### src/rtl/sonic_echo_emu.sv
// Ultrasonic ranging sensor emulator: validates a trigger pulse, waits out the burst, then answers with an echo pulse.
// Optional build macro SONIC_ECHO_EMU_NOISE_EN adds 0..7 us of LFSR jitter to every echo width.
module sonic_echo_emu #(
    parameter int CLK_PER_US  = 100,
    parameter int MIN_TRIG_US = 10,
    parameter int BURST_US    = 200,
    parameter int MAX_CM      = 400,
    parameter int TIMEOUT_US  = 38000,
    parameter int HOLDOFF_US  = 1000
) (
    input  logic       clk,
    input  logic       rst,
    input  logic       trig,
    input  logic [8:0] dist_cm,
    output logic       echo,
    output logic       busy,
    output logic       meas_done,
    output logic       trig_err
);

    localparam int            PW         = (CLK_PER_US > 1) ? $clog2(CLK_PER_US) : 1;
    localparam logic [PW-1:0] PRE_LAST   = PW'(CLK_PER_US - 1);
    localparam logic [15:0]   MIN_US     = 16'(MIN_TRIG_US);
    localparam logic [15:0]   MIN_US_M1  = 16'(MIN_TRIG_US - 1);
    localparam logic [15:0]   BURST_LAST = 16'(BURST_US - 1);
    localparam logic [15:0]   HOLD_LAST  = 16'(HOLDOFF_US - 1);
    localparam logic [15:0]   TIMEOUT_W  = 16'(TIMEOUT_US);
    localparam logic [8:0]    MAX_D      = 9'(MAX_CM);

    typedef enum logic [2:0] {IDLE, TRIG_HI, BURST, ECHO, HOLDOFF} state_t;

    state_t        state, state_n;
    logic          trig_s1, trig_s, trig_d;
    logic [1:0]    sync_fill;
    logic          armed;
    logic [PW-1:0] pre_cnt;
    logic [15:0]   us_cnt;
    logic [8:0]    dist_q;
    logic [15:0]   base_w, width_us;
    logic          rise, fall, pre_wrap, trig_long, accept;

    // A rise only counts once the synchronizer holds real samples and trig has been seen low,
    // so a trigger held high across reset release cannot start a measurement.
    assign rise     = trig_s & ~trig_d & armed;
    assign fall     = ~trig_s & trig_d;
    assign pre_wrap = (pre_cnt == PRE_LAST);

    // Counters read "cycles since entry minus one" at the fall, so the extra cycle is folded in here.
    assign trig_long = (us_cnt >= MIN_US) || ((us_cnt == MIN_US_M1) && pre_wrap);
    assign accept    = (state == TRIG_HI) && fall && trig_long;

    assign base_w = ((dist_q != 9'd0) && (dist_q <= MAX_D)) ? (16'(dist_q) * 16'd58) : TIMEOUT_W;

`ifdef SONIC_ECHO_EMU_NOISE_EN
    logic [15:0] lfsr;
    logic        lfsr_fb;

    assign lfsr_fb  = lfsr[15] ^ lfsr[13] ^ lfsr[12] ^ lfsr[10];
    assign width_us = base_w + {13'd0, lfsr[2:0]};

    always_ff @(posedge clk) begin
        if (rst) begin
            lfsr <= 16'hACE1;
        end else if (accept) begin
            lfsr <= {lfsr[14:0], lfsr_fb};
        end
    end
`else
    assign width_us = base_w;
`endif

    assign busy = (state != IDLE);

    always_comb begin
        state_n = state;
        case (state)
            IDLE:    if (rise) state_n = TRIG_HI;
            TRIG_HI: if (fall) state_n = trig_long ? BURST : IDLE;
            BURST:   if ((us_cnt == BURST_LAST) && pre_wrap) state_n = ECHO;
            ECHO:    if ((us_cnt == width_us - 16'd1) && pre_wrap) state_n = HOLDOFF;
            HOLDOFF: if ((us_cnt == HOLD_LAST) && pre_wrap) state_n = IDLE;
            default: state_n = IDLE;
        endcase
    end

    always_ff @(posedge clk) begin
        if (rst) begin
            state     <= IDLE;
            trig_s1   <= 1'b0;
            trig_s    <= 1'b0;
            trig_d    <= 1'b0;
            sync_fill <= 2'b00;
            armed     <= 1'b0;
            pre_cnt   <= '0;
            us_cnt    <= 16'd0;
            dist_q    <= 9'd0;
            echo      <= 1'b0;
            meas_done <= 1'b0;
            trig_err  <= 1'b0;
        end else begin
            state     <= state_n;
            trig_s1   <= trig;
            trig_s    <= trig_s1;
            trig_d    <= trig_s;
            sync_fill <= {sync_fill[0], 1'b1};
            armed     <= armed | (sync_fill[1] & ~trig_s);

            // Every state times itself from zero; the us counter saturates for an over-long trigger.
            if ((state_n != state) || (state_n == IDLE)) begin
                pre_cnt <= '0;
                us_cnt  <= 16'd0;
            end else if (pre_wrap) begin
                pre_cnt <= '0;
                if (us_cnt != 16'hFFFF) us_cnt <= us_cnt + 16'd1;
            end else begin
                pre_cnt <= pre_cnt + PW'(1);
            end

            if (accept) dist_q <= dist_cm;

            echo      <= (state_n == ECHO);
            meas_done <= (state == ECHO) && (state_n == HOLDOFF);
            trig_err  <= (state == TRIG_HI) && fall && !trig_long;
        end
    end

endmodule

### config.mk
export PLATFORM = sky130hd
export DESIGN_NAME = sonic_echo_emu
export DESIGN_NICKNAME = d
export VERILOG_FILES = /design/src/rtl/sonic_echo_emu.sv
export SDC_FILE = /design/constraint.sdc
export NUM_CORES = 1
export LEC_CHECK = 0
export CORE_MARGIN = 10
export CORE_UTILIZATION = 58
export CTS_CLUSTER_SIZE = 40
export DETAILED_ROUTE_END_ITERATION = 7
export GPL_TIMING_DRIVEN = 0
export PLACE_DENSITY = 0.77
export SLEW_MARGIN = 5
export SYNTH_ARGS = -nofsm -noshare
export SYNTH_HDL_FRONTEND = slang
export SYNTH_SLANG_ARGS = --single-unit
export TNS_END_PERCENT = 1
### constraint.sdc
create_clock -name clk -period 12.5 [get_ports clk]
set_input_delay 2.5 -clock clk [delete_from_list [all_inputs] [get_ports clk]]
set_output_delay 2.5 -clock clk [all_outputs]
set_load 0.01 [all_outputs]
== Yosys cells after proc, flatten, opt, wreduce, memory -nomap -nowiden ==
Index checks and enable logic that the tools add are counted.

* $add $sub $neg: 3
* Multiply operators: 1
* Bitwise operators: 7
* Equal/unequal tests: 13
* Reduce and logical (&&, ||, !) cells: 19
* Muxes and demuxes: 9
* Magnitude comparators: 2

{| class="wikitable"
|+ Operators by type and width
! cell !! count
|-
| adder 16 x 1 -> 16 bit, second input constant || 1
|-
| == test 16 x 10 -> 1 bit, second input constant || 1
|-
| == test 16 bit || 1
|-
| == test 16 x 4 -> 1 bit, second input constant || 1
|-
| == test 16 x 8 -> 1 bit, second input constant || 1
|-
| >= comparator 16 x 4 -> 1 bit, second input constant || 1
|-
| two-way mux 16 bit || 1
|-
| inequality test 16 bit, second input constant || 1
|-
| subtractor 16 x 1 -> 16 bit, second input constant || 1
|-
| two-way mux 3 bit || 5
|-
| case mux 3 bit (5 select lines) || 1
|-
| multiplier 9 x 5 -> 14 bit, second input constant || 1
|-
| == test 3 x 2 -> 1 bit, second input constant || 3
|-
| less-or-equal comparator 9 bit, second input constant || 1
|-
| logical AND 1 bit || 9
|-
| nonzero test 9 bit || 1
|-
| adder 7 x 1 -> 7 bit, second input constant || 1
|-
| == test 7 bit, second input constant || 1
|-
| == test 3 bit, second input constant || 2
|-
| logical NOT 3 bit || 2
|-
| AND 1 bit || 4
|-
| == test 3 x 1 -> 1 bit, second input constant || 1
|-
| inequality test 3 bit || 1
|-
| nonzero test 3 bit || 1
|-
| other kinds (9) || 11
|}

* Input bits: 12
* Output and inout port bits: 4
* Register bits after elaboration: 44
* Logic and storage cells: 67

== Depth between registers and ports, before layout ==
Gate-level depths: netlist (run 1).

* Depth after elaboration: 11
* Mapped depth: 20
* Mapped depth without buffers: 16

== Worst setup path after synthesis (run 1) ==
OpenSTA, ideal clock, no wires.

* Path kind: reg2reg
* Start: register dist_q[0]
* End: register meas_done
* Stages on the path, launching flop included: 16
* Arrival: 4774 ps
* Period minus slack after synthesis: 4870 ps
* Path slack: 7630 ps
* Setup time: 96 ps
* Data required time: 12404 ps
* Path buffers: 0
* Cell sequence: dfxtp_1 inv_1 fa_1 inv_1 ha_1 ha_1 inv_1 fa_1 nand2b_2 or4b_4 or4_4 nor3_4 xnor2_1 a31oi_1 or4b_1 nor4b_1

* Longest elaborated chain between the ends: 10
* Elaborated cells between the ends (all ways): 12
* Classes of those cells: 1 x add/sub; 1 x mul; 1 x order compare; 2 x eq/ne; 3 x mux; 4 x reduce/logical

{| class="wikitable"
|+ RTL lines
! item !! line !! RTL
|-
| from (decl) || 38 || <nowiki>logic [8:0] dist_q;</nowiki>
|-
| from (signal assigned) || 119 || <nowiki>if (accept) dist_q <= dist_cm;</nowiki>
|-
| branches (longest 2 deep; another with multiplier 9 x 5 -> 14 bit) || n/a ||
|-
| two-way mux 16 bit * || 52 || <nowiki>assign base_w = ((dist_q != 9'd0) && (dist_q <= MAX_D)) ? (16'(dist_q) * 16'd58) : TIMEOUT_W;</nowiki>
|-
| subtractor 16 x 1 -> 16 bit * || 80 || <nowiki>ECHO: if ((us_cnt == width_us - 16'd1) && pre_wrap) state_n = HOLDOFF;</nowiki>
|-
| == test 16 bit * || 80 ||
|-
| logical AND 1 bit * || 80 ||
|-
| two-way mux 3 bit * || 80 ||
|-
| case mux 3 bit (5 select lines) * || 76 || <nowiki>case (state)</nowiki>
|-
| == test 3 bit * || 122 || <nowiki>meas_done <= (state == ECHO) && (state_n == HOLDOFF);</nowiki>
|-
| logical AND 1 bit * || 122 ||
|-
| to (signal assigned) || 122 ||
|-
| to (decl) || 17 || <nowiki>output logic meas_done,</nowiki>
|}

Mark *: on every way between the ends.
A chain may end at the register's enable or synchronous reset.

== Final worst setup path (run 1) ==
* Start: register dist_q[0]
* End: register us_cnt[5]

* Longest elaborated chain between the ends: 11
* Elaborated cells between the ends (all ways): 14
* Classes of those cells: 1 x add/sub; 1 x mul; 1 x order compare; 2 x eq/ne; 3 x mux; 6 x reduce/logical

{| class="wikitable"
|+ RTL lines
! item !! line !! RTL
|-
| branches (longest 2 deep; another with multiplier 9 x 5 -> 14 bit) || n/a ||
|-
| two-way mux 16 bit * || 52 ||
|-
| subtractor 16 x 1 -> 16 bit * || 80 ||
|-
| == test 16 bit * || 80 ||
|-
| logical AND 1 bit * || 80 ||
|-
| two-way mux 3 bit * || 80 ||
|-
| case mux 3 bit (5 select lines) * || 76 ||
|-
| inequality test 3 bit or logical NOT 3 bit (tied branches) || 109 || <nowiki>if ((state_n != state) || (state_n == IDLE)) begin</nowiki>
|-
| logical OR 1 bit * || 109 ||
|-
| OR reduction 2 bit (no source line) * || n/a ||
|-
| to (signal assigned) || 114 || <nowiki>if (us_cnt != 16'hFFFF) us_cnt <= us_cnt + 16'd1;</nowiki>
|-
| to (decl) || 37 || <nowiki>logic [15:0] us_cnt;</nowiki>
|}

Marked as above.

==> flow_summary.toml, run 1 <==
[status]
outcome = "finished clean"

[yosys]
yosysSeqAreaShare = 0.222
yosysUniqueCellTypes = 68
ys.flop_type = "dfxtp_1"
netlist_instances = 453
synth.top_cells.by_count = "nor2_1, dfxtp_1, ha_1, inv_1, xnor2_1"
ys_top_cells_by_area = "dfxtp_1, ha_1, fa_1, xnor2_1, nor2_1"
ys_async_sr_fraction = 0
synth.avg_cell_area_um2 = 8.78
synth_top_area_share = 0.222
synth_enable_flop_cells = 0
synth.largest_area_cell = "dfxtp_1"
netlist_area_mm2 = 0.00398
ys_ff_latch = 44
ys_warn_count = 0
synth.most_common_cell = "nor2_1"
syn_nets = 520

[grt]
met3_usage = 0.0355
overflow = 0
antenna_found_initial = 0
grtUsageMet1 = 0.228
met2_usage = 0.289
grt_pass1_wl_mm = 15.2
grt_max_degree = 15
grt_usage = 0.174
grt.busiest_layer = "met2"
grt_pass1_vias = 3255

[cts]
postCtsSetupRepairBufs = 0
holdBufCountCts = 0
tritoncts = "done"
cts_resized = 0
numCtsBuffers = 5
htreeDepth = 2
clkTransAtPathRegs_ns = 0.09
clock-sinks = 44
clk_latency_ns = 0.29
cts_root_buf = "clkbuf_8"
cts_buffer_depth = 2

[sta]
setup_ws_ns = 7.06
setup_viol = 0
grt_setup_unrepaired = "no"
fmax_mhz = 184
worst_slew_pin_slew_ns = 0.900
tns_ns = 0
slew_headroom = 0.397
hold_viol_final = 0
final.period_utilization = 0.435
hold_ws_ns = 0.452
skew_ns = 0.00685
finalMaxSlewViolations = 0
min_period_ns = 5.44

[setup_path]
startpoint_type = "register"
end_kind = "register"
rrSetupSlack_ns = 7.06
crit_fanout = 10
rr_endpoint = "us_cnt[5]"
cp.arrival_ns = 5.59
worstSetupPathType = "register to register"
reg2reg_from = "dist_q[0]"
reg2reg_depth = 16
critPathLaunch = "dist_q[0]"
crit_required_ns = 12.64
crit_end = "us_cnt[5]"

[place]
io_buffers = 15
dp_cells = 548
place_ws_ns = 7.11
gp_congestion = 0.842
place_hpwl_mm = 6.71
place_area_mm2 = 0.00423

[drt]
wl_mm = 8.62
drcViolationCount = 0
routedWlPerCell_um = 15.5
vias = 3273
firstDrtPassIters = 4
antenna_left = 0
drtIter0Drc = 204
routed_via_density = 5.89

[floorplanning]
die_w_um = 103
coreArea_mm2 = 0.00672
die_height_um = 103
die_area_mm2 = 0.0106
io_pins = 16
placementRows = 30
initial_utilization = 0.592

[finish]
nFillCells = 569
diodes = 0
final_cells = 556
finalNetCount = 542
final_area_mm2 = 0.00434
synthToLayoutAreaGrowth_pct = 9.09
final_layout_size_suffix_gt1_frac = 0.0945

[power]
p_per_area_mw_per_mm2 = 59.1
irDropWorstVdd_v = 0.0000543
p_leak_uw = 0.00177

[worst_hold_path]
hold_path_class = "register to register"

[run]
cap_violations = 0
flip-flops by register name (all words and copies together) (netlist names):
name and count:
trig_d 1, state 3, us_cnt 16, trig_s 1, armed 1, trig_s1 1, meas_done 1, sync_fill 2
dist_q 9, trig_err 1, echo 1, pre_cnt 7
stage by stage:
step / power [µW] / utilization
after floorplan: 148 / -
after global placement: 152 / 0.629
after detailed placement: 152 / 0.629
after CTS: 258 / 0.646
after global routing: 265 / 0.646
final: 257 / 0.646
final cells by class:
cell class                 count  area, µm²  share of cell area
sequential                    44        881               0.203
clock buffer                   5       68.8              0.0159
multi-input combinational    358       2850               0.657
tap                           80        100              0.0231
buffer                        16        113              0.0260
timing repair buffer          15        150              0.0346
inverter                      35        131              0.0303
clock inverter                 3       42.5             0.00981
critical path, stage by stage, from the launching register on:
cell and delay (ns):
dfxtp_1 0.47, inv_1 0.16, fa_1 0.56, inv_1 0.05, ha_1 0.29, ha_1 0.30
inv_1 0.06, fa_1 0.67, nand2b_2 0.10, or4b_4 0.53, or4_4 0.58, nor3_4 0.27
mux2i_1 0.26, a221oi_2 0.15, nor3_2 0.53, buf_6 0.25, a211oi_2 0.08
worst min path at each step:
stage | from | endpoint | slack [ns] | cells after the start
global placement | trig_s1 | trig_s | 0.43 | 1
global route | pre_cnt[0] | pre_cnt[0] | 0.47 | 1
detailed placement | pre_cnt[0] | pre_cnt[0] | 0.43 | 1
finish | trig_s1 | trig_s | 0.45 | 1
floorplan | pre_cnt[0] | pre_cnt[0] | 0.41 | 1
CTS | pre_cnt[0] | pre_cnt[0] | 0.45 | 1
kinds of logic (layout without fill, tap and decap cells):
group                    after synthesis  count (layout)  share of synthesized area
AO/OA/AOI/OAI                         92              92                      0.179
XOR/XNOR                              42              42                     0.0963
adder cells (fa/ha/maj)               55              55                      0.198
buffers and inverters                 51              74                     0.0614
flip-flops                            44              44                      0.222
multiplexers                          11              11                     0.0277
AND/OR/NAND/NOR                      158             158                      0.216
report_power, final:
group / switching (µW) / internal (µW)
combinational: 2.95 / 4.27
sequential: 0.398 / 141
clock: 48.7 / 59.1
total: 52.1 / 204
metal layers:
layer	wire length [µm]	up-vias
li1	-	1663
met1	4050	1540
met2	4000	62
met3	479	8
met4	89	0
met5	0	-
cell usage in the layout, fill, tap and decap left out, types with 5 or more instances in the layout:
cell type / n
a211oi_2: 11
o21ai_0: 16
nand4_1: 11
nor2_1: 45
and3_1: 9
nor3_1: 5
nor3b_1: 5
nand2_1: 24
inv_1: 35
nand3_1: 15
clkdlybuf4s50_1: 15
buf_6: 5
nor2b_1: 7
xor2_1: 16
a21oi_1: 12
o211ai_1: 6
xnor2_1: 25
clkbuf_1: 6
ha_1: 42
dfxtp_1: 44
a211oi_1: 11
mux2i_1: 11
clkbuf_8: 5
fa_1: 13
Note: power is estimated with default switching activity, not from simulation.
==> run 2, diff against run 1 <==
clock period = 5.4 ns   (was 12.5 ns; I/O delays follow)
==> run 2 against run 1 <==
- clock skew shrank 0.00053 ns
- wire length grew 1.3%
- sequential share of layout area shrank 0.32 points
- clock power grew 130%
- sequential cell count is the same
- final area grew 1.9%
- critical path depth shrank 1
- critical path type unchanged
==> flow_summary.toml, run 2 (synthesized netlist as in run 1, its figures left out) <==
[sta]
setup_ws_ns = 0.211
hold_ws_ns = 0.451
worst_slew_pin_slew_ns = 0.882
grt_setup_unrepaired = "no"
fmax_mhz = 193
min_period_ns = 5.19
finalMaxSlewViolations = 0
hold_viol_final = 0
final.period_utilization = 0.961
skew_ns = 0.00632
slew_headroom = 0.409
setup_viol = 0

[setup_path]
worst-path-buf-inv = 3
slowest_stage = "fa_2"
end_kind = "register"
rrSetupSlack_ns = 0.21
critPathTopFamily = "simple AND/OR/NAND/NOR gates"
cp.depth = 15
cp.arrival_ns = 5.38
reg2reg_from = "dist_q[1]"
worst_path_most_repeated_cell = "inv_1"
critPathLaunch = "dist_q[1]"
startpoint_type = "register"
crit_required_ns = 5.59
cp_cell_sequence = "inv_1 > fa_1 > inv_1 > ha_1 > ha_1 > inv_1 > fa_2 > nand2b_2 > or4b_4 > or4_4 > nor3_4 > xnor2_1 > a31oi_2 > or4b_1 > nor4b_1"
crit_end = "meas_done"
reg2reg_depth = 15
max_stage_delay_ns = 0.64
rr_endpoint = "meas_done"
worstSetupPathType = "register to register"
crit_fanout = 6

[drt]
routedWlPerCell_um = 15.7
drcViolationCount = 0
top_layer = "met4"
vias = 3301
drtIter0Drc = 171
wl_mm = 8.74
wl_met1_mm = 3.98
routed-wl-met3_um = 547
antenna_left = 0
route.met2.wl_mm = 4.12
firstDrtPassIters = 4
routed_via_density = 5.93

[finish]
layout_commonest_cell = "nor2_1"
final_cell_mix = "nor2_1, ha_1, dfxtp_1, inv_1, xnor2_1"
largest_reg_flops = 16
largest_register = "us_cnt"
nFillCells = 552
synthToLayoutAreaGrowth_pct = 11.1
final_layout_size_suffix_gt1_frac = 0.119
finalNetCount = 543
diodes = 0
top_regs = "us_cnt: 16 flops, dist_q: 9 flops, pre_cnt: 7 flops"

[place]
io_buffers = 15
gp_congestion = 0.842
place_hpwl_mm = 6.71
place_ws_ns = 0.00973

[floorplanning]
die_height_um = 103
io_pins = 16
coreArea_mm2 = 0.00672
die_w_um = 103
placementRows = 30
initial_utilization = 0.592
die_area_mm2 = 0.0106

[run]
cap_violations = 0

[grt]
grt_pass1_vias = 3255
antenna_found_initial = 0
overflow = 0
grt_max_degree = 15
grt_usage = 0.174
grt_pass1_wl_mm = 15.2

[cts]
clock-sinks = 44
tritoncts = "done"
cts_root_buf = "clkbuf_8"
cts_buffer_depth = 2
clkTransAtPathRegs_ns = 0.08
htreeDepth = 2
holdBufCountCts = 0
clk_latency_ns = 0.29
numCtsBuffers = 5

[worst_hold_path]
hold_path_class = "register to register"

[power]
p_leak_uw = 0.00178
irDropWorstVdd_v = 0.000125
p_per_area_mw_per_mm2 = 134

[status]
outcome = "finished clean"
[run 2: power breakdown]
part,leakage (µW),internal (µW),switching [µW]
clock network,0.0000541,137,112
logic,0.00137,9.87,6.84
registers,0.000357,327,0.920
total,0.00178,473,120
[run 2: layout make-up]
class | count | area (µm²) | share of cell area
buffer | 16 | 113 | 0.0255
clock buffer | 5 | 68.8 | 0.0156
clock inverter | 3 | 42.5 | 0.00963
inverter | 35 | 131 | 0.0297
multi-input combinational | 358 | 2920 | 0.661
sequential | 44 | 883 | 0.200
tap | 80 | 100 | 0.0227
timing repair buffer | 16 | 158 | 0.0357
[run 2: worst min-delay path by stage]
| stage | from | end | slack (ns) | cells past startpoint |
|---|---|---|---|---|
| floorplan | pre_cnt[0] | pre_cnt[0] | 0.41 | 1 |
| global placement | trig_s1 | trig_s | 0.43 | 1 |
| detailed placement | pre_cnt[0] | pre_cnt[0] | 0.43 | 1 |
| CTS | pre_cnt[0] | pre_cnt[0] | 0.45 | 1 |
| global route | pre_cnt[0] | pre_cnt[0] | 0.47 | 1 |
| finish | trig_s1 | trig_s | 0.45 | 1 |
[run 2: worst register-to-register path, delay by kind of cell, from the launching register on]
kind                       cells  cell delay [ns]
DFF                            1             0.43
buffers and inverters          3             0.25
adders and majority gates      4             1.75
AOI/OAI and AO/OA              1             0.20
xor gates and xnor gates       1             0.16
and+or+nand+nor                6             2.31
[run 2: timing repair]
action / 4_1_cts / 5_1_grt
setup buffers: 0 / 1
endpoints found under the setup margin: 2 / 21
gates resized for setup: 0 / 16
pin swaps: 0 / 1
[run 2: layer usage]
metal	vias to the layer above	track usage
met2	81	0.289
met5	-	0
met3	8	0.0355
met4	0	0.0332
met1	1551	0.228
li1	1661	-
[run 2: per-stage QoR]
stage	power (µW)	instances	cell area, µm²	setup TNS (ns)	utilization
after floorplan	342	453	3980	0	-
after global placement	352	548	4230	0	0.629
after detailed placement	352	548	4230	0	0.629
final	593	557	4420	0	0.658
after global routing	614	557	4420	0	0.658
after CTS	596	556	4340	-0.0208	0.646
==> run 3, diff against run 2 <==
CORE_MARGIN = unset   (was 10)
==> run 3 against run 2 <==
- the run now ends with design-rule violations left
- hold slack lost 0.011 ns
- global-route usage is 8.2 points higher
- register-to-register slack about the same
- highest routed layer unchanged
- utilization grew 2.8 points
- fmax barely moved
- wire length increased by 0.60%
- sequential share of layout area shrank 0.12 points
==> flow_summary.toml, run 3 (synthesized netlist as in run 1, its figures left out) <==
[status]
outcome = "finished, violations left"
violations = "design-rule violations"

[finish]
utilization = 0.685
final_cell_mix = "nor2_1, ha_1, dfxtp_1, inv_1, xnor2_1"
diodes = 0
multiInputGateArea_mm2 = 0.00293
final_layout_size_suffix_gt1_frac = 0.125
largest_register = "us_cnt"
finalNetCount = 546
layout_commonest_cell = "nor2_1"
final_area_mm2 = 0.00445
nFillCells = 530
synthToLayoutAreaGrowth_pct = 12.0
regArea_um2 = 885
top_regs = "us_cnt: 16 flops, dist_q: 9 flops, pre_cnt: 7 flops"
largest_reg_flops = 16

[drt]
vias = 3374
routedWlPerCell_um = 15.8
antenna_left = 0
wl_mm = 8.79
firstDrtPassIters = 6
drtIter0Drc = 151
drcViolationCount = 4
routed_via_density = 6.06

[power]
p_per_area_mw_per_mm2 = 138
p_sw_uw = 126
irDropWorstVdd_v = 0.000125
pwr-share-comb = 0.027
p_int_uw = 488
switching_share = 0.205
clkPwrFrac = 0.439
p_leak_uw = 0.00181
seqPwrFrac = 0.534

[sta]
hold_ws_ns = 0.441
worst_slew_pin_slew_ns = 0.889
setup_viol = 0
min_period_ns = 5.19
final.period_utilization = 0.961
fmax_mhz = 193
finalMaxSlewViolations = 0
skew_ns = 0.00523
hold_viol_final = 0
slew_headroom = 0.404

[floorplanning]
io_pins = 16
die_area_mm2 = 0.00719
coreArea_mm2 = 0.00649
die_w_um = 84.8
initial_utilization = 0.612
die_height_um = 84.8
placementRows = 29

[setup_path]
cp.arrival_ns = 5.40
crit_end = "meas_done"
crit_required_ns = 5.61
rrSetupSlack_ns = 0.21
critPathLaunch = "dist_q[1]"
cp_cell_sequence = "inv_1 > fa_1 > inv_1 > ha_1 > fa_1 > ha_1 > xnor2_1 > or4b_4 > or4_4 > nor3_4 > xnor2_1 > a31oi_2 > or4b_1 > nor4b_2"
end_kind = "register"
rr_endpoint = "meas_done"
reg2reg_depth = 14
worstSetupPathType = "register to register"
crit_fanout = 6
startpoint_type = "register"
slowest_stage = "or4_4"
reg2reg_from = "dist_q[1]"
max_stage_delay_ns = 0.58

[grt]
grt_usage = 0.255
overflow = 0
grt_max_degree = 15
antenna_found_initial = 0
grt_pass1_vias = 3355
grt_pass1_wl_mm = 14.8

[cts]
clock-sinks = 44
numCtsBuffers = 5
cts_root_buf = "clkbuf_8"
cts_buffer_depth = 2
htreeDepth = 2
holdBufCountCts = 0
tritoncts = "done"
clkTransAtPathRegs_ns = 0.09
clk_latency_ns = 0.30

[worst_hold_path]
hold_path_class = "register to register"
hp-start = "sync_fill[0]"

[place]
place_area_mm2 = 0.00422
place_hpwl_mm = 6.68
io_buffers = 15
gp_congestion = 0.802

[run]
cap_violations = 0
## run 3: worst min path at each step
stage / to / cells after the start / slack, ns
after floorplan: pre_cnt[0] / 1 / 0.41
after global placement: sync_fill[1] / 1 / 0.42
after detailed placement: sync_fill[1] / 1 / 0.42
after CTS: sync_fill[1] / 1 / 0.44
after global routing: pre_cnt[0] / 1 / 0.47
final: sync_fill[1] / 1 / 0.44
## run 3: through the flow
step | TNS, ns | total power (µW) | setup WS (ns) | std cells
final | 0 | 613 | 0.208 | 557
after detailed placement | 0 | 352 | 0.0289 | 545
after global routing | -0.00638 | 632 | -0.00462 | 557
after CTS | -0.0671 | 616 | -0.0322 | 553
after floorplan | 0 | 342 | 0.530 | 453
after global placement | 0 | 352 | 0.108 | 545
## run 3: worst max-delay path: cells and delay by family (launching register included)
| kind | cells | cell delay (ns) |
|---|---|---|
| fa+ha+maj | 4 | 1.70 |
| buf+inv | 2 | 0.18 |
| compound gates | 1 | 0.19 |
| simple gates | 5 | 2.25 |
| flops | 1 | 0.42 |
| xor+xnor | 2 | 0.35 |
## run 3: power by group through the flow
stage	registers [µW]	logic [µW]	clock network (µW)
2_1_floorplan	335	6.77	0
3_3_place_gp	335	16.6	0
3_5_place_dp	335	16.9	0
4_1_cts	328	17.1	271
5_1_grt	328	18.4	285
6_report	328	16.9	269
## run 3: what timing repair did
item                       4_1_cts  5_1_grt
gates resized for setup          0       16
setup buffers                    0        4
setup endpoints to repair        4       21
pin swaps                        0        4
## run 3: routing by layer
| layer | GRT usage | up-vias | wire length [µm] |
|---|---|---|---|
| li1 | - | 1672 | - |
| met4 | 0.0971 | 0 | 210 |
| met1 | 0.333 | 1598 | 4060 |
| met2 | 0.432 | 82 | 4150 |
| met3 | 0.0305 | 22 | 367 |
| met5 | 0 | - | 0 |
## run 3: area by class of cell
type	instances	share of cell area
multi-input combinational	358	0.657
sequential	44	0.199
timing repair buffer	19	0.0405
inverter	35	0.0295
buffer	16	0.0253
tap	77	0.0216
clock buffer	6	0.0185
clock inverter	2	0.00871
